<file path="src/rtl/arbitro_transacciones_i2c.sv">
// Two-port arbiter in front of a single I2C transaction generator.
// A request from port A or B is latched, launched on the generator, and the
// generator's completion (or a local timeout) is reported back to the winner only.
// Ties are resolved round-robin, starting with port A after reset.

module arbitro_transacciones_i2c #(
  parameter int unsigned TIMEOUT_CYC = 4096,
  parameter int unsigned TO_W        = 13
) (
  input  logic        clk_arbitro,
  input  logic        rst_arbitro_n,

  // Requester A
  input  logic        REQ_A,
  input  logic        RNW_A,
  input  logic [6:0]  ADDR_A,
  input  logic [15:0] WDAT_A,
  output logic        GNT_A,
  output logic        DONE_A,
  output logic [15:0] RDAT_A,
  output logic [1:0]  ERR_A,

  // Requester B
  input  logic        REQ_B,
  input  logic        RNW_B,
  input  logic [6:0]  ADDR_B,
  input  logic [15:0] WDAT_B,
  output logic        GNT_B,
  output logic        DONE_B,
  output logic [15:0] RDAT_B,
  output logic [1:0]  ERR_B,

  // Generator side
  input  logic        GEN_BUSY,
  input  logic        GEN_DONE,
  input  logic        GEN_ACK_ERR,
  input  logic [15:0] GEN_RD_DATA,
  output logic        GEN_START,
  output logic        GEN_RNW,
  output logic [6:0]  GEN_ADDR,
  output logic [15:0] GEN_WR_DATA,
  output logic        GEN_ABORT
);

  localparam logic [1:0] StIdle   = 2'd0;
  localparam logic [1:0] StLaunch = 2'd1;
  localparam logic [1:0] StWait   = 2'd2;
  localparam logic [1:0] StFin    = 2'd3;

  // Last counter value of the wait window; reaching it without GEN_DONE aborts.
  localparam logic [TO_W-1:0] ToLast = TO_W'(TIMEOUT_CYC - 1);

  localparam logic [1:0] ErrOk      = 2'b00;
  localparam logic [1:0] ErrTimeout = 2'b10;

  // State
  logic [1:0]      r_state;
  logic            r_winner;    // 0 = A, 1 = B
  logic            r_rr_ptr;    // port preferred on the next tie
  logic [TO_W-1:0] r_to_cnt;
  logic            r_gen_rnw;
  logic [6:0]      r_gen_addr;
  logic [15:0]     r_gen_wdat;
  logic            r_abort;
  logic [15:0]     r_rdat_a;
  logic [15:0]     r_rdat_b;
  logic [1:0]      r_err_a;
  logic [1:0]      r_err_b;

  // Decoded controls
  logic [1:0]      w_state_d;
  logic            w_any_req;
  logic            w_launch;
  logic            w_pick_b;
  logic            w_gen_fin;
  logic            w_to_hit;
  logic            w_to_fin;
  logic            w_fin;

  // Request qualification and winner selection in IDLE.
  always_comb begin
    w_any_req = REQ_A | REQ_B;
    w_launch  = (r_state == StIdle) && !GEN_BUSY && w_any_req;
    // On a tie the round-robin pointer decides; otherwise the lone requester wins.
    w_pick_b  = (REQ_A && REQ_B) ? r_rr_ptr : REQ_B;
  end

  // Completion decode in WAIT; a GEN_DONE coinciding with the timeout takes priority.
  always_comb begin
    w_gen_fin = (r_state == StWait) && GEN_DONE;
    w_to_hit  = (r_state == StWait) && (r_to_cnt == ToLast);
    w_to_fin  = w_to_hit && !GEN_DONE;
    w_fin     = (r_state == StFin);
  end

  // Next-state logic of the transaction sequencer.
  always_comb begin
    w_state_d = r_state;
    case (r_state)
      StIdle: begin
        if (w_launch) begin
          w_state_d = StLaunch;
        end
      end
      StLaunch: begin
        w_state_d = StWait;
      end
      StWait: begin
        if (w_gen_fin || w_to_fin) begin
          w_state_d = StFin;
        end
      end
      StFin: begin
        w_state_d = StIdle;
      end
      default: begin
        w_state_d = StIdle;
      end
    endcase
  end

  // Sequencer state register.
  always_ff @(posedge clk_arbitro or negedge rst_arbitro_n) begin
    if (!rst_arbitro_n) begin
      r_state <= StIdle;
    end else begin
      r_state <= w_state_d;
    end
  end

  // Winner id and round-robin pointer; the pointer flips away from the port just served.
  always_ff @(posedge clk_arbitro or negedge rst_arbitro_n) begin
    if (!rst_arbitro_n) begin
      r_winner <= 1'b0;
      r_rr_ptr <= 1'b0;
    end else begin
      if (w_launch) begin
        r_winner <= w_pick_b;
      end
      if (w_fin) begin
        r_rr_ptr <= ~r_winner;
      end
    end
  end

  // Latch the winner's request fields; later input changes are ignored.
  always_ff @(posedge clk_arbitro or negedge rst_arbitro_n) begin
    if (!rst_arbitro_n) begin
      r_gen_rnw  <= 1'b0;
      r_gen_addr <= 7'd0;
      r_gen_wdat <= 16'd0;
    end else if (w_launch) begin
      if (w_pick_b) begin
        r_gen_rnw  <= RNW_B;
        r_gen_addr <= ADDR_B;
        r_gen_wdat <= WDAT_B;
      end else begin
        r_gen_rnw  <= RNW_A;
        r_gen_addr <= ADDR_A;
        r_gen_wdat <= WDAT_A;
      end
    end
  end

  // Timeout counter: cleared in LAUNCH, counts every WAIT cycle.
  always_ff @(posedge clk_arbitro or negedge rst_arbitro_n) begin
    if (!rst_arbitro_n) begin
      r_to_cnt <= '0;
    end else if (r_state == StWait) begin
      r_to_cnt <= r_to_cnt + TO_W'(1);
    end else begin
      r_to_cnt <= '0;
    end
  end

  // Abort pulse lands in the FIN cycle that follows a timeout.
  always_ff @(posedge clk_arbitro or negedge rst_arbitro_n) begin
    if (!rst_arbitro_n) begin
      r_abort <= 1'b0;
    end else begin
      r_abort <= w_to_fin;
    end
  end

  // Per-port status: only the winner's ERR/RDAT change; RDAT only on a clean read.
  always_ff @(posedge clk_arbitro or negedge rst_arbitro_n) begin
    if (!rst_arbitro_n) begin
      r_rdat_a <= 16'd0;
      r_rdat_b <= 16'd0;
      r_err_a  <= ErrOk;
      r_err_b  <= ErrOk;
    end else if (w_gen_fin) begin
      if (r_winner) begin
        r_err_b <= {1'b0, GEN_ACK_ERR};
        if (r_gen_rnw && !GEN_ACK_ERR) begin
          r_rdat_b <= GEN_RD_DATA;
        end
      end else begin
        r_err_a <= {1'b0, GEN_ACK_ERR};
        if (r_gen_rnw && !GEN_ACK_ERR) begin
          r_rdat_a <= GEN_RD_DATA;
        end
      end
    end else if (w_to_fin) begin
      if (r_winner) begin
        r_err_b <= ErrTimeout;
      end else begin
        r_err_a <= ErrTimeout;
      end
    end
  end

  // Outputs are pure decodes of registered state, so reset clears them at once.
  always_comb begin
    GEN_START   = (r_state == StLaunch);
    GEN_RNW     = r_gen_rnw;
    GEN_ADDR    = r_gen_addr;
    GEN_WR_DATA = r_gen_wdat;
    GEN_ABORT   = r_abort;
    GNT_A       = (r_state != StIdle) && !r_winner;
    GNT_B       = (r_state != StIdle) &&  r_winner;
    DONE_A      = w_fin && !r_winner;
    DONE_B      = w_fin &&  r_winner;
    RDAT_A      = r_rdat_a;
    RDAT_B      = r_rdat_b;
    ERR_A       = r_err_a;
    ERR_B       = r_err_b;
  end

endmodule
</file>
<file path="config.mk">
export PLATFORM = sky130hd
export DESIGN_NAME = arbitro_transacciones_i2c
export DESIGN_NICKNAME = d
export VERILOG_FILES = /design/src/rtl/arbitro_transacciones_i2c.sv
export SDC_FILE = /design/constraint.sdc
export NUM_CORES = 1
export LEC_CHECK = 0
export CAP_MARGIN = 5
export CORE_UTILIZATION = 31
export DETAILED_ROUTE_END_ITERATION = 6
export PLACE_DENSITY = 0.7
export SYNTH_ARGS = -nofsm -noshare
export SYNTH_HDL_FRONTEND = slang
export SYNTH_SLANG_ARGS = --single-unit
export TNS_END_PERCENT = 1
</file>
<file path="constraint.sdc">
create_clock -name clk_arbitro -period 3.17 [get_ports clk_arbitro]
set_input_delay 0.951 -clock clk_arbitro [delete_from_list [all_inputs] [get_ports clk_arbitro]]
set_output_delay 0.951 -clock clk_arbitro [all_outputs]
set_load 0.02 [all_outputs]
</file>
==> results.md <==
* Main combinational cell family by area after synthesis: multiplexers
* Residual DRC at 0
* Post-layout min period at 2770 ps
* Drt wl/cell at 13.6 um
* # fillers at 1002
* CP Class: register to primary output
* Start point of the critical path: r_state[0]$_DFFE_PN0P_
* 1st-iter DRT viols at between 80 and 90
* Post-Syn Instances at 280
* Global routing's busiest layer: met2
* Worst Setup EP: GNT_B
* Dpl ws at 383 ps
* GRT met3 Usage at 0.0636
* Post-CTS Repair Setup Buffers at 0
* Outcome: finished, final reports clean
* Reg-to-Reg End: RDAT_B[2]$_DFFE_PN0P_
* # clock sinks at 78
* First-pass GRT wire length at roughly 13000 um
* CTS tree: built
* Largest net degree at the start of global routing at 51
* Final Cell Area at around 5200 um2
* Synth area leader: dfrtp_1
* Crit Path Max Fanout at 4
* Mapped Nets at 357
* Die area at approximately 12000 um2
* Final HPWL from detailed placement at 5660 um
* Starting Density at 0.318
* Slowest CP cell: clkdlybuf4s50_1
* Synthesized area at 3450 um2
* Initial antenna violation count at 0
* Synth Flop Type: dfrtp_1
* Synth top area share at 0.566
* Final setup fails at 0
* ANT cells at 0
* Die Ht at 107 um
* Syn avg cell area at 12.3 um2
* RSZ-0062 raised after global routing: no
* Crit path cell chain: inv_1 > ha_1 > nor2b_1 > clkdlybuf4s50_1
* Die Width at 107 um
* Total of warnings raised by yosys at 0
* H-tree levels at 3
* Nets@finish at 493
* Post-synthesis mux area share at 0.179
* Number of vias per cell at 4.53
* Peak supply drop at between 0.0003 and 0.0004 V
* WHS Path Cells at 2
* Static Leak at 2.33 nW
* Inserted Clock Buffers at 9
* Final global-route overflow total at 0
* Synth Register Bits at 78
* Met2 Use GR at 0.236
* Post-synth EDFFs at 0
* Crit-path leading delay family: buffers and inverters
* Number of top-level pins at approximately 140
* Cell Pwr Density at 793 nW/um2
* Crit share post-route at 0.875
* Clock buffer depth at 2
* Slew Viols, Final at 0
* Layout area overhead at 49.8%
* Register area at 1950 um2
* Synth Area in XOR/XNOR at 0.0229
* Critical Path RT at 2220 ps
* Reg2Reg Depth at 5
* WP data arrival at between 1500 and 2000 ps
* Core area at 10800 um2
* Sequential element share of the synthesized area at 0.566
* All-Layer GR Usage at 0.144
* Fin. Hold Viols at 0
* Slack of the critical path at 398 ps
* CP Launch Type: register
* Post-synthesis simple-gate area fraction at 0.118
* Worst-Skew Late Latency at 350 ps
* Antenna viol nets, final at 0
* Slew HR at 0.516
* Multi-input gate area at between 1000 and 1500 um2
* Worst reg2reg startpoint: r_state[0]$_DFFE_PN0P_
* Final wirelength at 7640 um
* CTS Hold Bufs at 0
* MaxCap Viol Count at 0
* Layout cells sized above 1 at 0.147
* Root Buffer: clkbuf_8
* Post-synthesis adder-cell area fraction at 0.0218
* Slowest stage delay, CP at approximately 600 ps
* Cell variety after synth at 37
* FFs w/ async S/R, synth at 1.00
* CP bufs+invs at 2
* Post-Place Cell Area at approximately 5000 um2
* RD Place Congestion at 0.710
* IO Port Bufs at between 100 and 150
* Setup slack, reg-to-reg at 820 ps
* Crit end category: primary output
* Post-synthesis compound-gate area fraction at 0.0675
* # rows at 38
* Synth top area cells: dfrtp_1 57%, mux2_2 10%, mux2i_1 7.0%
* Routed via count at 2544
* Clk_skew at roughly 8.3 ps
* Min-delay worst type: register to register
* Quantity of gates resized following cts at 0
* Tightest Pin Transition at approximately 730 ps
* Sum of negative setup slack at 0 ps
* Vias in the first global route at 2659
* Grt met1 use at 0.171
* Drt pass-1 iters at 4
* Post-layout util at 0.476
* Worst-path clk slew at 80 ps
* Crit. path cell count at 4
* Fmax achieved at between 300 and 400 MHz
* Fin Hold WS at between 400 and 500 ps
## worst min-delay path, cell delays in order, from the launching register on
cell and delay [ps]:
dfrtp_1 350, nand2_1 40, o21ai_0 50
## worst min path at each step
stage | to | start
floorplan | r_to_cnt[0]$_DFF_PN0_ | r_to_cnt[0]$_DFF_PN0_
global placement | GEN_ADDR[2]$_DFFE_PN0P_ | GEN_ADDR[2]$_DFFE_PN0P_
detailed placement | GEN_WR_DATA[7]$_DFFE_PN0P_ | GEN_WR_DATA[7]$_DFFE_PN0P_
CTS | GEN_WR_DATA[11]$_DFFE_PN0P_ | GEN_WR_DATA[11]$_DFFE_PN0P_
global route | GEN_WR_DATA[10]$_DFFE_PN0P_ | GEN_WR_DATA[10]$_DFFE_PN0P_
finish | GEN_ADDR[2]$_DFFE_PN0P_ | GEN_ADDR[2]$_DFFE_PN0P_
## final cells by class
type	instances	share of cell area
clock buffer	9	0.0240
clock inverter	7	0.0160
inverter	5	0.00363
multi-input combinational	183	0.275
sequential	78	0.378
tap	140	0.0339
timing repair buffer	139	0.270
## synth_stat cells (all sizes together) (5+ instances only)
library cell / count
mux2i: 24
xor2: 5
o21ai: 31
ha: 6
buf: 5
nand2: 29
inv: 5
and2: 12
nand4: 5
mux2: 33
dfrtp: 78
clkbuf: 9
## routing by layer
layer / vias up / share of wire
met5: - / 0
met4: 0 / 0.0062
met3: 4 / 0.092
met2: 102 / 0.48
met1: 1199 / 0.42
li1: 1239 / -
## cells in the final DEF (no fill, tap or decap), types with 2 or more instances in the layout
cell and n:
ha_1 6, nor2b_1 4, clkinvlp_4 2, and2_1 12
dfrtp_1 78, mux2i_1 24, nand3_1 2, a32o_1 2
clkinv_4 2, nand2_1 29, clkdlybuf4s50_1 135, xnor2_1 4
nor2_1 4, buf_4 3, clkbuf_8 9, o21ai_0 29
mux2_2 32, xor2_1 5, nand4_1 3, inv_1 5
nor3_1 4, a21boi_0 2, a21oi_1 4
## registers in the layout, summed over array words and instances (netlist names), 2 cells and up
register / flops
ERR_A: 2
RDAT_A: 16
ERR_B: 2
r_to_cnt: 13
GEN_WR_DATA: 16
r_state: 2
GEN_ADDR: 7
RDAT_B: 16
## where the power goes
group | internal (mW) | leakage [nW] | switching [mW]
logic | 0.919 | 1.22 | 0.878
clock network | 0.374 | 0.0980 | 0.387
registers | 1.33 | 1.02 | 0.209
total | 2.62 | 2.33 | 1.47
## stage by stage
| stage | instances | total power, mW |
|---|---|---|
| 2_1_floorplan | 280 | 2.46 |
| 3_3_place_gp | 545 | 3.33 |
| 3_5_place_dp | 545 | 3.38 |
| 4_1_cts | 561 | 4.17 |
| 5_1_grt | 561 | 4.39 |
| 6_report | 561 | 4.10 |
## logic make-up after synthesis
family,Yosys count
flip-flops,78
AND/OR/NAND/NOR,70
multiplexers,57
AO/OA/AOI/OAI,41
buffers and inverters,19
XOR/XNOR,9
adder cells (fa/ha/maj),6
Note: power is estimated with default switching activity, not from simulation.
